`src/rtl/alu_pkg.sv`:
```
// Shared definitions for the ALU sequencer: opcode encoding of the external alu
// and the sequencer state enumeration.
package alu_pkg;

  // Opcode encoding, identical to the external alu's ALU_Sel input.
  localparam logic [3:0] OpAdd  = 4'b0000;
  localparam logic [3:0] OpSub  = 4'b0001;
  localparam logic [3:0] OpMul  = 4'b0010;
  localparam logic [3:0] OpDiv  = 4'b0011;
  localparam logic [3:0] OpShl  = 4'b0100;
  localparam logic [3:0] OpShr  = 4'b0101;
  localparam logic [3:0] OpRol  = 4'b0110;
  localparam logic [3:0] OpRor  = 4'b0111;
  localparam logic [3:0] OpAnd  = 4'b1000;
  localparam logic [3:0] OpOr   = 4'b1001;
  localparam logic [3:0] OpXor  = 4'b1010;
  localparam logic [3:0] OpNor  = 4'b1011;
  localparam logic [3:0] OpNand = 4'b1100;
  localparam logic [3:0] OpXnor = 4'b1101;
  localparam logic [3:0] OpGt   = 4'b1110;
  localparam logic [3:0] OpEq   = 4'b1111;

  typedef enum logic [1:0] {
    StIdle = 2'd0,
    StExec = 2'd1,
    StResp = 2'd2
  } state_e;

  // A response closes its command when it is a single-op command, or when a
  // sweep has reached the final opcode.
  function automatic logic is_last_rsp(input logic sweep, input logic [3:0] op);
    return !sweep || (op == OpEq);
  endfunction

endpackage

```
`src/rtl/alu_sequencer.sv`:
```
// Drives an external combinational alu: accepts a single-op or 16-op sweep
// command, issues each opcode, captures the result and hands it out over a
// valid/ready response channel, one response per opcode.
module alu_sequencer
  import alu_pkg::*;
#(
  parameter logic [7:0] DIV0_VAL = 8'hFF
) (
  input  logic       clk,
  input  logic       rst,
  // Command channel
  input  logic       cmd_valid,
  output logic       cmd_ready,
  input  logic [3:0] cmd_op,
  input  logic [7:0] cmd_a,
  input  logic [7:0] cmd_b,
  input  logic       cmd_sweep,
  // External alu
  output logic [7:0] alu_a,
  output logic [7:0] alu_b,
  output logic [3:0] alu_sel,
  input  logic [7:0] alu_out,
  input  logic       alu_carry,
  // Response channel
  output logic       rsp_valid,
  input  logic       rsp_ready,
  output logic [7:0] rsp_data,
  output logic [3:0] rsp_op,
  output logic       rsp_carry,
  output logic       rsp_dz,
  output logic       rsp_last
);

  state_e     state_q;
  logic       sweep_q;
  logic       cmd_ready_q;
  logic [7:0] alu_a_q;
  logic [7:0] alu_b_q;
  logic [3:0] alu_sel_q;
  logic       rsp_valid_q;
  logic [7:0] rsp_data_q;
  logic [3:0] rsp_op_q;
  logic       rsp_carry_q;
  logic       rsp_dz_q;
  logic       rsp_last_q;

  // Divide-by-zero is judged on the latched operand, not on the alu result.
  logic div_zero;
  assign div_zero = (alu_sel_q == OpDiv) && (alu_b_q == 8'd0);

  // Sequencer FSM; every output is a register updated here.
  always_ff @(posedge clk) begin
    if (rst) begin
      state_q     <= StIdle;
      sweep_q     <= 1'b0;
      cmd_ready_q <= 1'b1;
      alu_a_q     <= 8'd0;
      alu_b_q     <= 8'd0;
      alu_sel_q   <= OpAdd;
      rsp_valid_q <= 1'b0;
      rsp_data_q  <= 8'd0;
      rsp_op_q    <= OpAdd;
      rsp_carry_q <= 1'b0;
      rsp_dz_q    <= 1'b0;
      rsp_last_q  <= 1'b0;
    end else begin
      unique case (state_q)
        StIdle: begin
          if (cmd_valid && cmd_ready_q) begin
            alu_a_q     <= cmd_a;
            alu_b_q     <= cmd_b;
            alu_sel_q   <= cmd_sweep ? OpAdd : cmd_op;
            sweep_q     <= cmd_sweep;
            cmd_ready_q <= 1'b0;
            state_q     <= StExec;
          end
        end
        StExec: begin
          // alu_sel has been stable for a full cycle, so alu_out is settled.
          rsp_valid_q <= 1'b1;
          rsp_op_q    <= alu_sel_q;
          rsp_data_q  <= div_zero ? DIV0_VAL : alu_out;
          rsp_dz_q    <= div_zero;
          rsp_carry_q <= (alu_sel_q == OpAdd) && alu_carry;
          rsp_last_q  <= is_last_rsp(sweep_q, alu_sel_q);
          state_q     <= StResp;
        end
        StResp: begin
          if (rsp_ready) begin
            rsp_valid_q <= 1'b0;
            if (rsp_last_q) begin
              cmd_ready_q <= 1'b1;
              state_q     <= StIdle;
            end else begin
              // Not last implies a sweep below OpEq, so this never wraps.
              alu_sel_q <= alu_sel_q + 4'd1;
              state_q   <= StExec;
            end
          end
        end
        default: begin
          state_q     <= StIdle;
          cmd_ready_q <= 1'b1;
          rsp_valid_q <= 1'b0;
        end
      endcase
    end
  end

  assign cmd_ready = cmd_ready_q;
  assign alu_a     = alu_a_q;
  assign alu_b     = alu_b_q;
  assign alu_sel   = alu_sel_q;
  assign rsp_valid = rsp_valid_q;
  assign rsp_data  = rsp_data_q;
  assign rsp_op    = rsp_op_q;
  assign rsp_carry = rsp_carry_q;
  assign rsp_dz    = rsp_dz_q;
  assign rsp_last  = rsp_last_q;

endmodule

```
`config.mk`:
```
export PLATFORM = sky130hd
export DESIGN_NAME = alu_sequencer
export DESIGN_NICKNAME = d
export VERILOG_FILES = /design/src/rtl/alu_pkg.sv /design/src/rtl/alu_sequencer.sv
export SDC_FILE = /design/constraint.sdc
export NUM_CORES = 1
export LEC_CHECK = 0
export ABC_AREA = 1
export CORE_ASPECT_RATIO = 0.6
export CORE_MARGIN = 2
export CORE_UTILIZATION = 40
export CTS_BUF_LIST = sky130_fd_sc_hd__clkbuf_16
export DETAILED_ROUTE_END_ITERATION = 12
export GPL_ROUTABILITY_DRIVEN = 0
export GPL_TIMING_DRIVEN = 0
export PLACE_DENSITY = 0.74
export SLEW_MARGIN = 30
export SYNTH_ARGS = -nofsm -noshare
export SYNTH_HDL_FRONTEND = slang
export SYNTH_SLANG_ARGS = --single-unit
```
`constraint.sdc`:
```
create_clock -name clk -period 1.5 [get_ports clk]
set_input_delay 0.15 -clock clk [delete_from_list [all_inputs] [get_ports clk]]
set_output_delay 0.15 -clock clk [all_outputs]
set_load 0.005 [all_outputs]
```
==> impl_metrics.toml <==
[outcome]
status = "finished, final reports clean"

[sta]
setup_viol = 0
tns_ns = 0
finClkSkew_ns = 0.00141
period_needed_ns = 1.44
post-route-period-util_pct = 95.8
worstMarginPinSlew_ns = 0.485
slew_headroom_pct = 67.7
hold_ws_ns = 0.463
hold_violations = 0
rsz0062_at_grt = "no"
max_freq_mhz = 696
setup_slack_ns = 0.0629
drv_slew = 0

[drt]
wl_per_cell_um = 12.0
drc = 0
vias = 1734
via_per_inst = 4.65
dr.pass1.iters = 4
routed_wl_um = 4460
drtAntennaViolNets = 0
drtIter0Drc = 55

[die]
rows = 18
die_w_um = 88.4
start_util_pct = 41.7
die_h_um = 54.7
core_um2 = 4100
ioPinCount = 71
die-area_um2 = 4830

[logic_synthesis]
yosys.area.top_type = "dfxtp_1"
synth_fp_nets = 271
ys.warnings.count = 0
synth_compound_area_share_pct = 12.4
synth_area_leaders = "dfxtp_1 47%, nor2_1 13%, o21ai_0 7.9%"
yosysUniqueCellTypes = 22
synth_xor_area_share_pct = 0.512
synth_top_cell_area_share_pct = 46.8
syn_area_per_cell_um2 = 7.28
synth_top_family_by_area = "simple AND/OR/NAND/NOR gates"
ys_seq_area_share_pct = 46.8
synth-seq-cells = 40
synthMuxAreaShare_pct = 0
synth_fa_ha_area_share_pct = 1.46
netlist_instances = 235
syn_area_um2 = 1710
synth-simple-area-share_pct = 29.2

[setup_path]
crit_path_cell_trace = "clkdlybuf4s50_1"
cp_max_fo = 6
worstPathArrival_ns = 1.29
required_ns = 1.35
max_stage_delay_ns = 0.55
cp_top_family = "buffers and inverters"
slowest_stage = "clkdlybuf4s50_1"
critical_path_buf_inv_count = 1
worst_setup_path_start_kind = "register"
endpoint_kind = "output port"
crit_type = "reg2out"

[power]
fin_total_pwr_mw = 4.13
p_comb_share_pct = 38.5
power.clock.fraction_pct = 23.9
swShare_pct = 32.8
p_switching_mw = 1.36
p_per_area_nw_per_um2 = 1570
p_leak_nw = 1.15
ir_drop_mv = 0.997
pwr-share-seq_pct = 37.6
p_int_mw = 2.78

[placement]
dp.cells = 365
io_buffers = 70
hpwl_um = 3380
place_ws_ns = -0.0762
placed_cell_area_um2 = 2490

[global_routing]
grtUsageTotal_pct = 19.8
grt_pass1_vias = 1525
grt_pass1_wl_um = 7080
grt_max_degree = 12
grt_overflow = 0
antenna_found_initial = 0

[final_layout]
utilization_pct = 64.0
final_cell_area_um2 = 2630
nFillCells = 365
layout_common_cells = "70 x clkdlybuf4s50_1, 60 x nor2_1, 40 x dfxtp_1, 29 x inv_1, 29 x nand2_1"
nNetsFinal = 348
final_common_cell = "clkdlybuf4s50_1"
area_growth_pct = 53.5
drive_gt1_share_pct = 5.75
final_cells = 373
antennaDiodeCount = 0

[clocking]
cts_root_buf = "clkbuf_16"
clkTransAtPathRegs_ns = 0.05
worstSkewPairLatency_ns = 0.28
numCtsBuffers = 5
hold_buffers = 0
cts_tree = "built"
cts_buffer_depth = 2
cts_max_level = 2
cts.sinks = 40

[flow_run]
cap_violations = 0

[hold_path]
hold_path_class = "reg2reg"
-- sequential cells by signal (all words and copies together) (netlist names) --
| signal | cells |
|---|---|
| rsp_op | 4 |
| cmd_ready | 1 |
| alu_sel | 4 |
| sweep_q | 1 |
| alu_b | 8 |
| rsp_dz | 1 |
| alu_a | 8 |
| state_q | 2 |
| rsp_last | 1 |
| rsp_carry | 1 |
| rsp_valid | 1 |
| rsp_data | 8 |
-- Yosys cell counts --
library cell   n
nand3_1       15
inv_4          2
nand2_1       30
ha_1           2
inv_1         27
nand3_2        1
dfxtp_1       40
a31oi_1        1
nor2_4         1
buf_6          2
nand2_4        1
a21oi_1       13
buf_2          2
xnor2_1        1
o21ai_0       27
clkbuf_1       3
nor2_1        60
nand4_1        2
buf_4          1
o21ai_1        1
nand3_4        2
and2_0         1
-- worst reg2reg max path, delay by kind of cell (launching register included) --
kind / cells / cell delay, ns
adder cells (fa/ha/maj): 1 / 0.25
buffers and inverters: 1 / 0.04
flip-flops: 1 / 0.40
AND/OR/NAND/NOR: 5 / 0.56
-- final timing paths --
| kind | from | endpoint | slack [ns] | cells past startpoint |
|---|---|---|---|---|
| max | alu_sel[2] | alu_sel[2] | 0.06 | 1 |
| min | sweep_q | rsp_last | 0.46 | 1 |
| max reg2reg | alu_sel[0] | rsp_data[0] | 0.20 | 7 |
| min reg2reg | sweep_q | rsp_last | 0.46 | 1 |
-- per-layer routing --
layer,up-vias,wire [µm],GRT usage (%)
met1,790,2330,27.5
li1,896,-,-
met3,4,294,7.69
met4,0,25,4.55
met5,-,0,0
met2,44,1810,29.1
-- power by group through the flow --
stage                     clock [mW]  sequential [mW]  combinational, mW
after floorplan                    0             1.57              0.808
after global placement             0             1.57               1.56
after detailed placement           0             1.57               1.59
after CTS                       1.00             1.55               1.60
after global routing            1.07             1.59               1.79
final                          0.987             1.55               1.59
-- final cells by class --
class                      instances  area (µm²)  share of cell area [%]
buffer                             8        51.3                    1.95
clock buffer                       5         125                    4.77
clock inverter                     3        11.3                   0.429
inverter                          29         114                    4.34
multi-input combinational        158         747                    28.5
sequential                        40         801                    30.5
tap                               60        75.1                    2.86
timing repair buffer              70         701                    26.7
-- cell families after synthesis --
group	count (synthesis)
and+or+nand+nor	113
xor gates and xnor gates	1
AOI/OAI and AO/OA	42
buffers and inverters	37
adders and majority gates	2
DFF	40
-- repair_timing --
action,in CTS,in global routing
endpoints found under the hold margin,0,0
gates resized for setup,0,1
setup buffers,0,0
setup endpoints to repair,0,2
Note: power is estimated with default switching activity, not from simulation.
